<file path="config.mk">
export PLATFORM = sky130hd
export DESIGN_NAME = stream_demultiplexer
export DESIGN_NICKNAME = d
export VERILOG_FILES = /design/src/rtl/demux_pkg.sv /design/src/rtl/address_decoder.sv /design/src/rtl/stream_demultiplexer.sv
export SDC_FILE = /design/constraint.sdc
export NUM_CORES = 1
export LEC_CHECK = 0
export CAP_MARGIN = 30
export CORE_ASPECT_RATIO = 0.6
export CORE_UTILIZATION = 25
export DETAILED_ROUTE_END_ITERATION = 10
export GPL_ROUTABILITY_DRIVEN = 1
export GPL_TIMING_DRIVEN = 0
export PLACE_DENSITY = 0.55
export SYNTH_ARGS = -nofsm -noshare
export SYNTH_HDL_FRONTEND = slang
export SYNTH_SLANG_ARGS = --single-unit
export TNS_END_PERCENT = 5
</file>
<file path="constraint.sdc">
create_clock -name clk -period 2.04 [get_ports clk]
set_clock_uncertainty 0.15 [all_clocks]
set_input_delay 0.204 -clock clk [delete_from_list [all_inputs] [get_ports clk]]
set_output_delay 0.204 -clock clk [all_outputs]
set_load 0.02 [all_outputs]
</file>
<file path="src/rtl/demux_pkg.sv">
// Shared constants and state encoding for the 1-to-4 stream demultiplexer.
// The DEMUX_COUNT_EN build option is handled in stream_demultiplexer.sv.
package demux_pkg;

  localparam int NUM_CHANNELS = 4;
  localparam int ADDR_WIDTH   = 2;

  typedef enum logic {
    EMPTY = 1'b0,
    FULL  = 1'b1
  } state_e;

endpackage

</file>
<file path="src/rtl/address_decoder.sv">
// 2-to-4 one-hot decoder with enable, built from NOT/AND gates
// to match the gate-level build of the companion multiplexer.
module address_decoder
  import demux_pkg::*;
(
  input  logic                    en,
  input  logic [ADDR_WIDTH-1:0]   addr,
  output logic [NUM_CHANNELS-1:0] onehot
);

  wire a0_n;
  wire a1_n;
  wire [NUM_CHANNELS-1:0] dec;

  not u_not0 (a0_n, addr[0]);
  not u_not1 (a1_n, addr[1]);

  and u_and0 (dec[0], en, a1_n,    a0_n);
  and u_and1 (dec[1], en, a1_n,    addr[0]);
  and u_and2 (dec[2], en, addr[1], a0_n);
  and u_and3 (dec[3], en, addr[1], addr[0]);

  assign onehot = dec;

endmodule

</file>
<file path="src/rtl/stream_demultiplexer.sv">
// Registered 1-to-4 valid/ready demultiplexer with a one-entry holding
// register; define DEMUX_COUNT_EN to add per-channel delivered-beat counters.
module stream_demultiplexer
  import demux_pkg::*;
#(
  parameter int WIDTH = 8
`ifdef DEMUX_COUNT_EN
  ,
  parameter int COUNT_WIDTH = 8
`endif
) (
  input  logic                    clk,
  input  logic                    reset,
  input  logic                    in_valid,
  output logic                    in_ready,
  input  logic [WIDTH-1:0]        in_data,
  input  logic [ADDR_WIDTH-1:0]   in_address,
  output logic [NUM_CHANNELS-1:0] out_valid,
  input  logic [NUM_CHANNELS-1:0] out_ready,
  output logic [WIDTH-1:0]        out_data
`ifdef DEMUX_COUNT_EN
  ,
  input  logic [ADDR_WIDTH-1:0]   count_sel,
  output logic [COUNT_WIDTH-1:0]  count_out
`endif
);

  state_e                  state_q, state_d;
  logic [ADDR_WIDTH-1:0]   addr_q, addr_d;
  logic [WIDTH-1:0]        data_q, data_d;

  logic sel_ready;
  logic full;
  logic deliver;
  logic accept;

  // Only the ready of the channel holding the beat matters.
  assign sel_ready = out_ready[addr_q];
  assign full      = (state_q == FULL);
  assign deliver   = full && sel_ready;
  assign in_ready  = !reset && (!full || sel_ready);
  assign accept    = in_valid && in_ready;

  always_comb begin
    state_d = state_q;
    addr_d  = addr_q;
    data_d  = data_q;
    unique case (state_q)
      EMPTY: begin
        if (accept) begin
          state_d = FULL;
          addr_d  = in_address;
          data_d  = in_data;
        end
      end
      FULL: begin
        if (deliver) begin
          if (accept) begin
            addr_d = in_address;
            data_d = in_data;
          end else begin
            state_d = EMPTY;
          end
        end
      end
      default: state_d = EMPTY;
    endcase
  end

  always_ff @(posedge clk) begin
    if (reset) begin
      state_q <= EMPTY;
      addr_q  <= '0;
      data_q  <= '0;
    end else begin
      state_q <= state_d;
      addr_q  <= addr_d;
      data_q  <= data_d;
    end
  end

  address_decoder u_dec (
    .en     (full),
    .addr   (addr_q),
    .onehot (out_valid)
  );

  assign out_data = data_q;

`ifdef DEMUX_COUNT_EN
  logic [COUNT_WIDTH-1:0] cnt_q [NUM_CHANNELS];
  logic [COUNT_WIDTH-1:0] cnt_d [NUM_CHANNELS];

  always_comb begin
    for (int k = 0; k < NUM_CHANNELS; k++) begin
      cnt_d[k] = cnt_q[k];
    end
    if (deliver) begin
      cnt_d[addr_q] = cnt_q[addr_q] + 1'b1;
    end
  end

  always_ff @(posedge clk) begin
    for (int k = 0; k < NUM_CHANNELS; k++) begin
      if (reset) cnt_q[k] <= '0;
      else       cnt_q[k] <= cnt_d[k];
    end
  end

  // Reads the registered value, so a same-cycle deliver is not yet visible.
  assign count_out = cnt_q[count_sel];
`endif

endmodule
</file>
==> flow_metrics.env, run 1 <==
export IMPL_outcome="finished, final reports clean"
export IMPL_clock_latency_ps=230
export IMPL_synth_top_family_by_area="simple AND/OR/NAND/NOR gates"
export IMPL_synth_xor_area_share_pct=0
export IMPL_die_height_um=39.01
export IMPL_dp_cells=114
export IMPL_grt_usage_pct=11.79
export IMPL_synthMuxAreaShare_pct=21.05
export IMPL_rsz0062_at_grt="no"
export IMPL_drt_pass1_iterations=4
export IMPL_cts_setup_buffers=0
export IMPL_area_growth_pct=65.13
export IMPL_worstSetupPathType="register to primary output"
export IMPL_routed_via_density=4.161
export IMPL_cts_tree="built"
export IMPL_instances_no_fill=118
export IMPL_worstPathCellList="and2_1 > and2b_2 > clkdlybuf4s50_1"
export IMPL_routabilityCongestion=0.6816
export IMPL_yosys_area_share_adder_pct=0
export IMPL_syn_nets=74
export IMPL_synth_avg_cell_area_um2=10.01
export IMPL_clock_sinks=11
export IMPL_cts_path_max_buffers=2
export IMPL_overflow=0
export IMPL_slowest_delay_ps=590
export IMPL_antennaDiodeCount=0
export IMPL_grt_max_degree=11
export IMPL_crit_path_end_kind="primary output"
export IMPL_cap_violations=0
export IMPL_setup_slack_ps=108.1
export IMPL_syn_inst=57
export IMPL_max_slew_worst_pin_slew_ps=428.2
export IMPL_route_detailed_drc=0
export IMPL_drt_iter0_drc=29
export IMPL_place_ws_ps=-120.4
export IMPL_clk_pin_slew_ps=50
export IMPL_drive_gt1_share_pct=11.11
export IMPL_dieArea_mm2=0.002484
export IMPL_period_share_pct=94.70
export IMPL_ys_types=15
export IMPL_synth_compound_area_share_pct=5.702
export IMPL_vias=491
export IMPL_num_io_pins=30
export IMPL_rows=12
export IMPL_grt_pass1_vias=431
export IMPL_cts_made_buffers=3
export IMPL_seq_area_frac_synth_pct=38.60
export IMPL_nets=108
export IMPL_grt_pass1_wl_um=2049
export IMPL_relSlewSlack_pct=71.45
export IMPL_cp_start_kind="register"
export IMPL_tns_ps=0
export IMPL_critPathSlowestCell="clkdlybuf4s50_1"
export IMPL_syn_area_um2=570.5
export IMPL_ys_seq_elements=11
export IMPL_power_density_mw_per_mm2=636.5
export IMPL_leakagePower_nw=0.3729
export IMPL_hp_class="register to register"
export IMPL_ctsHoldBuffers=0
export IMPL_final_hold_violation_count=0
export IMPL_cp_arrival_ps=1580
export IMPL_initial_core_util_pct=28.57
export IMPL_hpwl_um=921.3
export IMPL_core_mm2=0.001997
export IMPL_peakVddDrop_uv=237.1
export IMPL_htree_levels=1
export IMPL_fillCellCount=194
export IMPL_die_w_um=63.68
export IMPL_wl_um=1226
export IMPL_cp_max_fo=4
export IMPL_hold_slack_ps=318.4
export IMPL_ant_nets=0
export IMPL_routedWlPerCell_um=10.39
export IMPL_yosysWarnings=0
export IMPL_cp_required_ps=1690
export IMPL_report_final_slew_viol_count=0
export IMPL_antenna_found_initial=0
export IMPL_min_period_ps=1932
export IMPL_clock_fmax_ghz=0.5176
export IMPL_cts_root_buf="clkbuf_8"
export IMPL_synthSimpleGateAreaFrac_pct=30.70
export IMPL_setup_viol=0
export IMPL_portBuffers=29
-- where the power goes --
| part | total, mW | internal [mW] | leakage, nW | switching [mW] |
|---|---|---|---|---|
| combinational | 0.144 | 0.0843 | 0.259 | 0.0596 |
| clock | 0.215 | 0.137 | 0.0228 | 0.0777 |
| sequential | 0.241 | 0.231 | 0.0908 | 0.00990 |
-- cell usage after synthesis --
cell type | count | share of area [%]
a221oi_1 | 2 | 3.1
a221oi_2 | 1 | 2.6
and2_1 | 1 | 1.1
and2_2 | 1 | 1.3
and2b_2 | 2 | 3.1
and3_2 | 1 | 1.3
buf_6 | 1 | 2.0
clkbuf_1 | 2 | 1.3
dfxtp_1 | 11 | 39
inv_1 | 1 | 0.66
mux2i_1 | 12 | 21
nand2b_1 | 19 | 21
nor2_1 | 1 | 0.66
nor2b_1 | 1 | 1.1
or2b_1 | 1 | 1.3
-- path summary, 6_finish.rpt --
check / start / endpoint / slack (ps) / depth (start not counted)
worst max-delay path: addr_q[1] / out_valid[2] / 110 / 3
worst min-delay path: out_data[0] / out_data[0] / 320 / 2
worst max register to register: addr_q[0] / out_data[1] / 480 / 4
worst min register to register: out_data[0] / out_data[0] / 320 / 2
-- state kept, by name, summed over array words and instances (netlist names) --
signal,flops
full,1
out_data,8
addr_q,2
-- critical path, delay by kind of cell, from the launching register on --
kind | cells | cell delay (ps)
simple gates | 2 | 380
buf+inv | 1 | 590
flops | 1 | 370
-- per-layer routing --
metal	vias up	routed length (um)	track usage, %
met3	5	107	7.353
met5	-	0	0
met1	212	604	14.01
met2	17	499	16.76
li1	257	-	-
met4	0	16	5.114
-- cell type report --
| class | count | area, um^2 | share of cell area (%) |
|---|---|---|---|
| buffer | 3 | 18.77 | 1.992 |
| clock buffer | 4 | 45.04 | 4.781 |
| inverter | 1 | 3.754 | 0.3984 |
| multi-input combinational | 42 | 330.3 | 35.06 |
| sequential | 11 | 220.2 | 23.37 |
| tap | 28 | 35.03 | 3.718 |
| timing repair buffer | 29 | 289.0 | 30.68 |
-- through the flow --
step / instance area [um^2] / util, % / power, mW
2_1_floorplan: 570.5 / - / 0.3186
3_3_place_gp: 895.9 / 44.86 / 0.3907
3_5_place_dp: 895.9 / 44.86 / 0.3904
4_1_cts: 942.2 / 47.18 / 0.6117
5_1_grt: 942.2 / 47.18 / 0.6402
6_report: 942.2 / 47.18 / 0.5997
-- logic make-up (layout without fill, tap and decap cells) --
| logic type | after synthesis | after routing |
|---|---|---|
| compound gates | 3 | 3 |
| flops | 11 | 11 |
| mux | 12 | 12 |
| simple gates | 27 | 27 |
| buf+inv | 4 | 37 |
-- what timing repair did --
item                       CTS  global route
hold endpoints to repair     0             0
resized for setup            2             0
setup endpoints to repair    3             0
-- placed cells by master (no fill, tap or decap) --
cell type and count:
clkdlybuf4s50_1 28, nand2b_1 19, dfxtp_1 11, clkbuf_8 3, clkbuf_1 3, and2b_2 2
inv_1 1, a221oi_1 2, mux2i_1 12, a221oi_2 1, buf_6 1, and2_2 1
nor2b_2 1, or2b_1 1, and2_1 1, and3_2 1, dlygate4sd2_1 1, nor2_1 1
Power figures use the tool's default switching activity.
==> inputs of run 2 (changes only) <==
==> constraint.sdc (replaced) <==
create_clock -name clk -period 2.45 [get_ports clk]
set_clock_uncertainty 0.15 [all_clocks]
set_input_delay 0.245 -clock clk [delete_from_list [all_inputs] [get_ports clk]]
set_output_delay 0.245 -clock clk [all_outputs]
set_load 0.02 [all_outputs]
==> run 2 against run 1 <==
Compared with the run above:
- wire length increased by 0.73%
- cell count unchanged
- sequential share of layout area about the same
- utilization decreased by 0.063 points
- critical path type is now primary input to primary output
- non-clock buffer count unchanged
==> flow_metrics.env, run 2 (synthesized netlist as in run 1, its figures left out) <==
export IMPL_period_share_pct=91.50
export IMPL_report_final_slew_viol_count=0
export IMPL_drive_gt1_share_pct=10.00
export IMPL_clock_latency_ps=230
export IMPL_grt_usage_pct=11.66
export IMPL_most_common_layout_cells="clkdlybuf4s50_1 (29), nand2b_1 (19), mux2i_1 (12)"
export IMPL_cts_tree="built"
export IMPL_core_mm2=0.001997
export IMPL_cp_max_fo=10
export IMPL_cap_violations=0
export IMPL_rsz0062_at_grt="no"
export IMPL_initial_core_util_pct=28.57
export IMPL_cp_required_ps=2060
export IMPL_antennaDiodeCount=0
export IMPL_antenna_found_initial=0
export IMPL_grt_pass1_wl_um=2021
export IMPL_largest_reg_flops=8
export IMPL_seq_area_um2=220.2
export IMPL_die_height_um=39.01
export IMPL_worstSetupPathType="primary input to primary output"
export IMPL_max_slew_worst_pin_slew_ps=405.7
export IMPL_wl_um=1235
export IMPL_r2r_start="addr_q[0]"
export IMPL_cp_start_kind="primary input"
export IMPL_rows=12
export IMPL_multiInputGateArea_um2=327.8
export IMPL_crit_path_end="in_ready"
export IMPL_portBuffers=29
export IMPL_cts_resized=0
export IMPL_nets=108
export IMPL_clock_sinks=11
export IMPL_routabilityCongestion=0.6816
export IMPL_grt_max_degree=11
export IMPL_setup_viol=0
export IMPL_tns_ps=0
export IMPL_ant_nets=0
export IMPL_peakVddDrop_uv=197.2
export IMPL_route_detailed_drc=0
export IMPL_outcome="finished, final reports clean"
export IMPL_reg2reg_depth=4
export IMPL_drt_iter0_drc=31
export IMPL_die_w_um=63.68
export IMPL_clock_fmax_ghz=0.4461
export IMPL_htree_levels=1
export IMPL_hold_path_startpoint="out_data[0]"
export IMPL_overflow=0
export IMPL_rrSetupSlack_ps=890
export IMPL_clk_pin_slew_ps=50
export IMPL_cts_setup_buffers=0
export IMPL_relSlewSlack_pct=72.96
export IMPL_leakagePower_nw=0.3704
export IMPL_power_density_mw_per_mm2=531.3
export IMPL_vias=482
export IMPL_drt_pass1_iterations=4
export IMPL_routedWlPerCell_um=10.47
export IMPL_cts_root_buf="clkbuf_8"
export IMPL_final_hold_violation_count=0
export IMPL_r2r_end="out_data[1]"
export IMPL_hpwl_um=921.3
export IMPL_final_common_cell="clkdlybuf4s50_1"
export IMPL_cts_path_max_buffers=2
export IMPL_power_total_uw=499.9
export IMPL_grt_pass1_vias=423
export IMPL_hp_class="register to register"
export IMPL_cts_made_buffers=3
export IMPL_routed_via_density=4.085
export IMPL_dieArea_mm2=0.002484
export IMPL_startpoint="reset"
export IMPL_min_period_ps=2242
export IMPL_area_growth_pct=64.91
export IMPL_crit_path_end_kind="primary output"
export IMPL_cp_arrival_ps=1850
export IMPL_fillCellCount=191
export IMPL_ctsHoldBuffers=0
export IMPL_num_io_pins=30
run 2: worst max-delay path, cell delays in order:
cell             delay (ps)
clkdlybuf4s50_1         450
clkbuf_1                240
a221oi_1                260
clkdlybuf4s50_1         650
run 2: power by group:
part	leakage, nW	total [mW]	internal, mW	switching [mW]
clock network	0.0228	0.179	0.114	0.0650
registers	0.0908	0.201	0.193	0.00802
logic	0.257	0.120	0.0708	0.0495
run 2: worst min-delay path by stage:
| stage | end | slack [ps] | cells after the start |
|---|---|---|---|
| 2_1_floorplan | full | 220 | 2 |
| 3_3_place_gp | out_data[2] | 310 | 2 |
| 3_5_place_dp | out_data[7] | 310 | 2 |
| 4_1_cts | out_data[4] | 320 | 2 |
| 5_1_grt | out_data[0] | 340 | 2 |
| 6_report | out_data[0] | 320 | 2 |
run 2: routing by layer:
layer	GRT usage, %	up-vias	wire, um
met4	5.114	0	16
li1	-	257	-
met3	7.353	5	120
met1	14.01	203	610
met2	16.22	17	487
met5	0	-	0
run 2: layout make-up:
cell class / instances / share of cell area (%)
multi-input combinational: 42 / 34.84
timing repair buffer: 29 / 30.85
sequential: 11 / 23.40
clock buffer: 4 / 4.787
tap: 28 / 3.723
buffer: 3 / 1.995
inverter: 1 / 0.3989
run 2: stage by stage:
step | hold WS, ps | cells | util, % | worst slack [ps] | cell area [um^2]
after floorplan | 220.9 | 57 | - | 876.3 | 570.5
after global placement | 310.6 | 114 | 44.86 | 211.8 | 895.9
after detailed placement | 311.9 | 114 | 44.86 | 207.6 | 895.9
after CTS | 323.0 | 118 | 47.12 | 205.1 | 940.9
after global routing | 343.6 | 118 | 47.12 | 57.85 | 940.9
final | 318.4 | 118 | 47.12 | 208.2 | 940.9
==> inputs of run 3 (changes only) <==
--- a/config.mk
+++ b/config.mk
@@ -5,12 +5,12 @@
 export SDC_FILE = /design/constraint.sdc
 export NUM_CORES = 1
 export LEC_CHECK = 0
-export CAP_MARGIN = 30
 export CORE_ASPECT_RATIO = 0.6
 export CORE_UTILIZATION = 25
 export DETAILED_ROUTE_END_ITERATION = 10
 export GPL_ROUTABILITY_DRIVEN = 1
 export GPL_TIMING_DRIVEN = 0
+export HOLD_SLACK_MARGIN = 0.12
 export PLACE_DENSITY = 0.55
 export SYNTH_ARGS = -nofsm -noshare
 export SYNTH_HDL_FRONTEND = slang
==> results of run 3 <==
Same layout as run 2: the final DEF is identical, and so are final timing and power.
